File: src/rtl/sys_ctrl_gen.sv
// -----------------------------------------------------------------------------
// sys_ctrl_gen
//   Host-side boot/debug controller. Executes a small UART command set that
//   loads bytes into, or dumps bytes out of, a word-wide memory port, and
//   starts/stops the core. The block owns the memory bus until RUN, then hands
//   it to the core until HALT.
//
//   Commands (accepted in IDLE only):
//     0x30 SETUP  4 address bytes then 4 length bytes, MSB first, then ACK
//     0x31 LOAD   len_cnt data bytes, each written to addr_cnt, then ACK
//     0x32 DUMP   len_cnt bytes read from addr_cnt and transmitted, then ACK
//     0x33 RUN    ACK, then release the core and the memory bus
//     0x34 HALT   (in RUN only) reclaim the bus, hold the core, ACK
//
//   Optional feature: define SYS_CTRL_CHECKSUM_EN to send an 8-bit running
//   sum of the LOAD/DUMP payload just before the ACK.
//
// Parameters
//   ADDR_W   byte-address width (16..32)
//   DATA_W   memory word width, power of two 8..512; NB = DATA_W/8 lanes
//
// Ports
//   clk, resetn                  clock, asynchronous active-low reset
//   rx_valid, rx_data            received UART byte (one-cycle pulse)
//   tx_en, tx_data, tx_busy      UART transmit handshake
//   mem_req/we/addr/wdata/strb   memory request, held until mem_gnt
//   mem_gnt                      request accepted this cycle
//   mem_rvalid, mem_rdata        read return (unbounded latency)
//   core_en, core_reset          core clock enable / active-high reset
//   mem_bus_ctrl                 0 = this block owns memory, 1 = core
//   rx_overrun                   sticky: byte arrived while a write was pending
// -----------------------------------------------------------------------------
module sys_ctrl_gen #(
    parameter int ADDR_W = 32,
    parameter int DATA_W = 128
) (
    input  logic                                 clk,
    input  logic                                 resetn,
    input  logic                                 rx_valid,
    input  logic [7:0]                           rx_data,
    output logic                                 tx_en,
    output logic [7:0]                           tx_data,
    input  logic                                 tx_busy,
    output logic                                 mem_req,
    output logic                                 mem_we,
    output logic [ADDR_W-$clog2(DATA_W/8)-1:0]   mem_addr,
    output logic [DATA_W-1:0]                    mem_wdata,
    output logic [DATA_W/8-1:0]                  mem_strb,
    input  logic                                 mem_gnt,
    input  logic                                 mem_rvalid,
    input  logic [DATA_W-1:0]                    mem_rdata,
    output logic                                 core_en,
    output logic                                 core_reset,
    output logic                                 mem_bus_ctrl,
    output logic                                 rx_overrun
);

    localparam int NB  = DATA_W / 8;
    localparam int LB  = $clog2(NB);
    localparam int LBX = (LB > 0) ? LB : 1;

    localparam logic [7:0] CMD_SETUP = 8'h30;
    localparam logic [7:0] CMD_LOAD  = 8'h31;
    localparam logic [7:0] CMD_DUMP  = 8'h32;
    localparam logic [7:0] CMD_RUN   = 8'h33;
    localparam logic [7:0] CMD_HALT  = 8'h34;
    localparam logic [7:0] ACK_BYTE  = 8'h06;

    localparam logic [3:0] S_IDLE   = 4'd0;
    localparam logic [3:0] S_SET_A  = 4'd1;
    localparam logic [3:0] S_SET_L  = 4'd2;
    localparam logic [3:0] S_L_WAIT = 4'd3;
    localparam logic [3:0] S_L_REQ  = 4'd4;
    localparam logic [3:0] S_D_REQ  = 4'd5;
    localparam logic [3:0] S_D_WAIT = 4'd6;
    localparam logic [3:0] S_D_TX   = 4'd7;
    localparam logic [3:0] S_CSUM   = 4'd8;
    localparam logic [3:0] S_ACK    = 4'd9;   // ACK then IDLE
    localparam logic [3:0] S_RACK   = 4'd10;  // ACK then RUN
    localparam logic [3:0] S_RUN    = 4'd11;

`ifdef SYS_CTRL_CHECKSUM_EN
    localparam logic [3:0] S_XFER_END = S_CSUM;
`else
    localparam logic [3:0] S_XFER_END = S_ACK;
`endif

    localparam logic [ADDR_W-1:0] ADDR_ONE = 1;

    logic [3:0]        state;
    logic [1:0]        bcnt;      // byte index within a 4-byte SETUP field
    logic [ADDR_W-1:0] addr_cnt;
    logic [31:0]       len_cnt;
    logic [7:0]        wbyte;     // byte being written (LOAD)
    logic [7:0]        dbyte;     // byte read back (DUMP)
    logic [LBX-1:0]    lane;
    logic [7:0]        rd_lane;
    logic              last_byte;
    logic              tx_fire;

    generate
        if (LB > 0) begin : g_lane
            assign lane = addr_cnt[LBX-1:0];
        end else begin : g_nolane
            assign lane = '0;
        end
    endgenerate

    assign rd_lane   = mem_rdata[{lane, 3'b000} +: 8];
    assign last_byte = (len_cnt == 32'd1);

    // Request fields derive only from registered state, so they cannot move
    // while a request waits for its grant.
    assign mem_req   = (state == S_L_REQ) || (state == S_D_REQ);
    assign mem_we    = (state == S_L_REQ);
    assign mem_addr  = addr_cnt[ADDR_W-1:LB];
    assign mem_wdata = {NB{wbyte}};
    assign mem_strb  = mem_req ? (NB'(1) << lane) : '0;

    assign tx_fire = !tx_busy && ((state == S_D_TX) || (state == S_CSUM) ||
                                  (state == S_ACK)  || (state == S_RACK));
    assign tx_en   = tx_fire;

`ifdef SYS_CTRL_CHECKSUM_EN
    logic [7:0] csum;
    always_comb begin
        tx_data = 8'h00;
        if (tx_fire) begin
            if (state == S_D_TX)      tx_data = dbyte;
            else if (state == S_CSUM) tx_data = csum;
            else                      tx_data = ACK_BYTE;
        end
    end
`else
    always_comb begin
        tx_data = 8'h00;
        if (tx_fire) tx_data = (state == S_D_TX) ? dbyte : ACK_BYTE;
    end
`endif

    // Core controls follow the RUN state one cycle late.
    always_ff @(posedge clk or negedge resetn) begin
        if (!resetn) begin
            core_en      <= 1'b0;
            core_reset   <= 1'b1;
            mem_bus_ctrl <= 1'b0;
        end else begin
            core_en      <= (state == S_RUN);
            core_reset   <= (state != S_RUN);
            mem_bus_ctrl <= (state == S_RUN);
        end
    end

    always_ff @(posedge clk or negedge resetn) begin
        if (!resetn) begin
            state      <= S_IDLE;
            bcnt       <= 2'd0;
            addr_cnt   <= '0;
            len_cnt    <= 32'd0;
            wbyte      <= 8'h00;
            dbyte      <= 8'h00;
            rx_overrun <= 1'b0;
`ifdef SYS_CTRL_CHECKSUM_EN
            csum       <= 8'h00;
`endif
        end else begin
            case (state)
                S_IDLE: begin
                    if (rx_valid) begin
                        bcnt <= 2'd0;
                        case (rx_data)
                            CMD_SETUP: begin
                                state      <= S_SET_A;
                                rx_overrun <= 1'b0;
                            end
                            CMD_LOAD: begin
                                state <= (len_cnt == 32'd0) ? S_XFER_END : S_L_WAIT;
`ifdef SYS_CTRL_CHECKSUM_EN
                                csum  <= 8'h00;
`endif
                            end
                            CMD_DUMP: begin
                                state <= (len_cnt == 32'd0) ? S_XFER_END : S_D_REQ;
`ifdef SYS_CTRL_CHECKSUM_EN
                                csum  <= 8'h00;
`endif
                            end
                            CMD_RUN: state <= S_RACK;
                            default: ;
                        endcase
                    end
                end
                S_SET_A: begin
                    if (rx_valid) begin
                        // Keeps the low ADDR_W bits of the 32-bit field.
                        addr_cnt <= {addr_cnt[ADDR_W-9:0], rx_data};
                        bcnt     <= bcnt + 2'd1;
                        if (bcnt == 2'd3) state <= S_SET_L;
                    end
                end
                S_SET_L: begin
                    if (rx_valid) begin
                        len_cnt <= {len_cnt[23:0], rx_data};
                        bcnt    <= bcnt + 2'd1;
                        if (bcnt == 2'd3) state <= S_ACK;
                    end
                end
                S_L_WAIT: begin
                    if (rx_valid) begin
                        wbyte <= rx_data;
                        state <= S_L_REQ;
`ifdef SYS_CTRL_CHECKSUM_EN
                        csum  <= csum + rx_data;
`endif
                    end
                end
                S_L_REQ: begin
                    // No buffer for a second byte: flag it and drop it.
                    if (rx_valid) rx_overrun <= 1'b1;
                    if (mem_gnt) begin
                        addr_cnt <= addr_cnt + ADDR_ONE;
                        len_cnt  <= len_cnt - 32'd1;
                        state    <= last_byte ? S_XFER_END : S_L_WAIT;
                    end
                end
                S_D_REQ: begin
                    if (mem_gnt) begin
                        // Zero-latency memories return data with the grant.
                        if (mem_rvalid) begin
                            dbyte <= rd_lane;
                            state <= S_D_TX;
                        end else begin
                            state <= S_D_WAIT;
                        end
                    end
                end
                S_D_WAIT: begin
                    if (mem_rvalid) begin
                        dbyte <= rd_lane;
                        state <= S_D_TX;
                    end
                end
                S_D_TX: begin
                    if (!tx_busy) begin
                        addr_cnt <= addr_cnt + ADDR_ONE;
                        len_cnt  <= len_cnt - 32'd1;
                        state    <= last_byte ? S_XFER_END : S_D_REQ;
`ifdef SYS_CTRL_CHECKSUM_EN
                        csum     <= csum + dbyte;
`endif
                    end
                end
`ifdef SYS_CTRL_CHECKSUM_EN
                S_CSUM: if (!tx_busy) state <= S_ACK;
`endif
                S_ACK:  if (!tx_busy) state <= S_IDLE;
                S_RACK: if (!tx_busy) state <= S_RUN;
                S_RUN:  if (rx_valid && (rx_data == CMD_HALT)) state <= S_ACK;
                default: state <= S_IDLE;
            endcase
        end
    end

endmodule

File: config.mk
export PLATFORM = sky130hd
export DESIGN_NAME = sys_ctrl_gen
export DESIGN_NICKNAME = d
export VERILOG_FILES = /design/src/rtl/sys_ctrl_gen.sv
export SDC_FILE = /design/constraint.sdc
export NUM_CORES = 1
export LEC_CHECK = 0
export CORE_UTILIZATION = 28
export DETAILED_ROUTE_END_ITERATION = 16
export SETUP_SLACK_MARGIN = 0.4
export SLEW_MARGIN = 20
export SYNTH_ARGS = -nofsm -noshare
export SYNTH_HDL_FRONTEND = slang
export SYNTH_SLANG_ARGS = --single-unit
export TNS_END_PERCENT = 100
File: constraint.sdc
create_clock -name clk -period 5.1 [get_ports clk]
set_input_delay 1.02 -clock clk [delete_from_list [all_inputs] [get_ports clk]]
set_output_delay 1.02 -clock clk [all_outputs]
set_load 0.1 [all_outputs]
==> summary.md <==
| Metric | Value |
|---|---|
| Outcome | `completed` |
| Vias | `7446` |
| Pre-Repair DR Iteration Count | `5` |
| Post-Synth Adder-Cell Area | `0.01587` |
| Largest net degree at the start of global routing | `59` |
| WHS Path Cells | `1` |
| Syn nets | `1037` |
| CTS Root Buffer Type | `clkbuf_16` |
| Post-Route WL | `26720 um` |
| Maximum clock rate | `246.7 MHz` |
| Register area | `0.002230 mm2` |
| XOR/XNOR Fraction of Synth Area | `0.002222` |
| Worst setup SP type | `flip-flop` |
| Die W | `169.8 um` |
| Commonest cells after routing, fill and taps aside | `clkdlybuf4s50_1 (306), dfrtp_1 (87), nand2_1 (54)` |
| Largest family of logic cells by synthesized area | `compound AO/OA/AOI/OAI gates` |
| Max stage delay on crit path | `1.13 ns` |
| Reg-to-Reg Start | `state[2]$_DFFE_PN0P_` |
| Grt met2 use | `0.2919` |
| GRT met3 Usage | `0.03008` |
| H-tree Lvls | `3` |
| R2R setup slack | `2.08 ns` |
| Worst setup EP type | `output port` |
| Drt drc | `0` |
| CP max-delay cell | `clkdlybuf4s50_1` |
| Count of buffers from port buffering | `328` |
| Final #Nets | `1169` |
| Area grow syn2layout | `34.68%` |
| Post-synthesis cell type count | `65` |
| Final Core Density | `0.3832` |
| Layout cell share with drive strength beyond 1 | `0.1233` |
| Post-CTS setup buffers | `0` |
| Final Non-Filler Cells | `1400` |
| Clock slew at reported path FFs | `0.07 ns` |
| CTS resizes | `0` |
| Skew-Pair Late Insertion Delay | `0.36 ns` |
| RSZ-0062 raised after global routing | `false` |
| Via density | `5.319` |
| Worst min-delay path class | `flip-flop to flip-flop` |
| Fin crit period | `4.054 ns` |
| DRT iter0 DRCs | `529` |
| Routability congestion estimate | `0.9072` |
| Clock Sink Count | `89` |
| Initial core utilization | `0.2845` |
| Synth Area in Simple Gates | `0.1817` |
| Cts bufs inserted | `9` |
| Post-synth EDFFs | `0` |
| Fillers | `2796` |
| N_diodes | `0` |
| Max Slew Vio Count | `0` |
| Critical path data arrival time | `3.03 ns` |
| Clock buffer depth | `2` |
| Seq/Total Area, Yosys | `0.2827` |
| Asr flop ratio synth | `1.000` |
| HPWL Detailed | `19720 um` |
| Placed inst area | `0.01030 mm2` |
| Mapped Avg Cell Area | `8.907 um2` |
| Crit path kind | `flip-flop to output port` |
| Fin area | `0.01062 mm2` |
| Primary FF master, synth | `dfrtp_1` |
| Height of the die | `169.8 um` |
| Cell Chain, Critical Path | `and3_1 -> and3_1 -> clkdlybuf4s50_1` |
| Commonest non-fill, non-tap cell in the layout | `clkdlybuf4s50_1` |
| Multiplexer area fraction after synthesis | `0.1424` |
| Synth Warn # | `0` |
| Hold EP | `len_cnt[30]$_DFFE_PN0P_` |
| Max cap viols | `0` |
| Final period util | `0.7948` |
| CTS Hold Bufs | `0` |
| TritonCTS clock tree | `built` |
| Compound-gate portion of the synthesized area | `0.1929` |
| CP max FO | `17` |
| FP Rows | `61` |
| Final hold vios | `0` |
| Routed len/inst | `19.09 um` |
| Antenna violations before repair | `1` |
| R2r endpoint | `len_cnt[28]$_DFFE_PN0P_` |
| # setup viols final | `0` |
| Hold path startpoint | `len_cnt[30]$_DFFE_PN0P_` |
| Rel. slew slack | `0.3092` |
| Routed Antenna Nets | `0` |
| First-pass GRT wire length | `41100 um` |
| Die area | `0.02883 mm2` |
| Tot GR Track Use | `0.1836` |
| Met1 Resource Use GR | `0.2577` |
| Worst Path Required | `4.08 ns` |
| Most used cell, CP | `and3_1` |
| Least-Margin Pin Slew | `1.033 ns` |
| Setup TNS | `0 ns` |
| Cell family with most CP delay | `buffers and inverters` |
| Reg2reg path depth | `6` |
| Multi-input logic area | `0.004244 mm2` |
| Post-Syn Instances | `885` |
| Most crowded layer after global routing | `met2` |
| Synth Cell Area | `0.007883 mm2` |
| Number of global-route vias before repair | `6937` |
| Crit path buffers/inverters | `1` |
| Grt ovf | `0` |
| Setup Skew | `0.008988 ns` |
| DP Cell Count | `1384` |
| Total core area | `0.02771 mm2` |
| Ports | `329` |
| Synthesis-stage register bit count | `89` |
-- how the worst max path moves through the flow --
stage,startpoint,to,depth (start not counted)
6_report,addr_cnt[3]$_DFFE_PN0P_,mem_strb[8],3
5_1_grt,addr_cnt[3]$_DFFE_PN0P_,mem_strb[8],3
4_1_cts,addr_cnt[3]$_DFFE_PN0P_,mem_strb[12],3
3_5_place_dp,addr_cnt[3]$_DFFE_PN0P_,mem_strb[12],3
3_3_place_gp,addr_cnt[3]$_DFFE_PN0P_,mem_strb[12],3
2_1_floorplan,state[0]$_DFFE_PN0P_,tx_data[1],5
-- cells by family after synthesis --
logic type | after synthesis
AND/OR/NAND/NOR | 262
AO/OA/AOI/OAI | 230
multiplexers | 60
XOR/XNOR | 2
buffers and inverters | 232
adder cells (fa/ha/maj) | 10
flip-flops | 89
-- through the flow --
stage          setup slack, ns  hold slack, ns
2_1_floorplan           0.5094          0.4721
3_3_place_gp             1.466          0.4961
3_5_place_dp             1.423          0.4918
4_1_cts                  1.029          0.5090
5_1_grt                 0.9103          0.5190
6_report                 1.046          0.5073
-- routing by layer --
metal  part of all wire  up-vias
met5                  0        -
met4              0.016        0
li1                   -     3445
met1               0.46     3689
met3              0.060       27
met2               0.47      285
-- sequential cells by signal, indices dropped and copies added, names as in the netlist --
register	flops
bcnt	2
dbyte	8
rx_overrun	1
len_cnt	32
mem_bus_ctrl	1
wbyte	8
addr_cnt	32
state	4
core_reset	1
-- synthesized netlist by cell type (3+ instances only) --
cell	count	area (um2)
nand2_1	55	206.5
o31ai_1	5	37.54
inv_1	16	60.06
and2_1	15	93.84
nor2b_1	6	37.54
nand3b_1	3	22.52
a22o_1	6	52.55
o21ba_2	3	30.03
buf_1	9	33.78
a21oi_1	54	270.3
dfrtp_1	88	2202
nor2_1	31	116.4
o21ai_0	45	225.2
o21a_1	5	37.54
nor3b_1	3	22.52
and4_1	8	70.07
buf_4	149	1119
a21o_1	4	30.03
nand2b_1	4	25.02
o41ai_1	5	43.79
a31oi_1	8	50.05
mux4_2	40	900.9
or3_1	5	31.28
mux2i_1	3	30.03
and3_1	26	162.7
clkbuf_1	53	198.9
nand3_1	25	125.1
nor3_1	27	135.1
o22a_1	4	35.03
ha_1	10	125.1
nand4_1	19	118.9
o22ai_1	29	181.4
nand4b_1	5	43.79
or4_1	5	37.54
a22oi_1	11	82.58
a2bb2oi_1	24	210.2
o2bb2ai_1	8	70.07
mux2_2	17	191.4
nor4_1	16	100.1
buf_2	5	25.02
-- cell type report --
class / count / share of cell area
timing repair buffer: 337 / 0.3104
clock inverter: 5 / 0.005775
clock buffer: 11 / 0.02381
multi-input combinational: 564 / 0.3998
sequential: 89 / 0.2100
inverter: 16 / 0.005657
tap: 378 / 0.04455
Power is left out: the tool's default activity adds up to more than one toggle a clock period on the data nets, which glitch-free logic cannot reach.
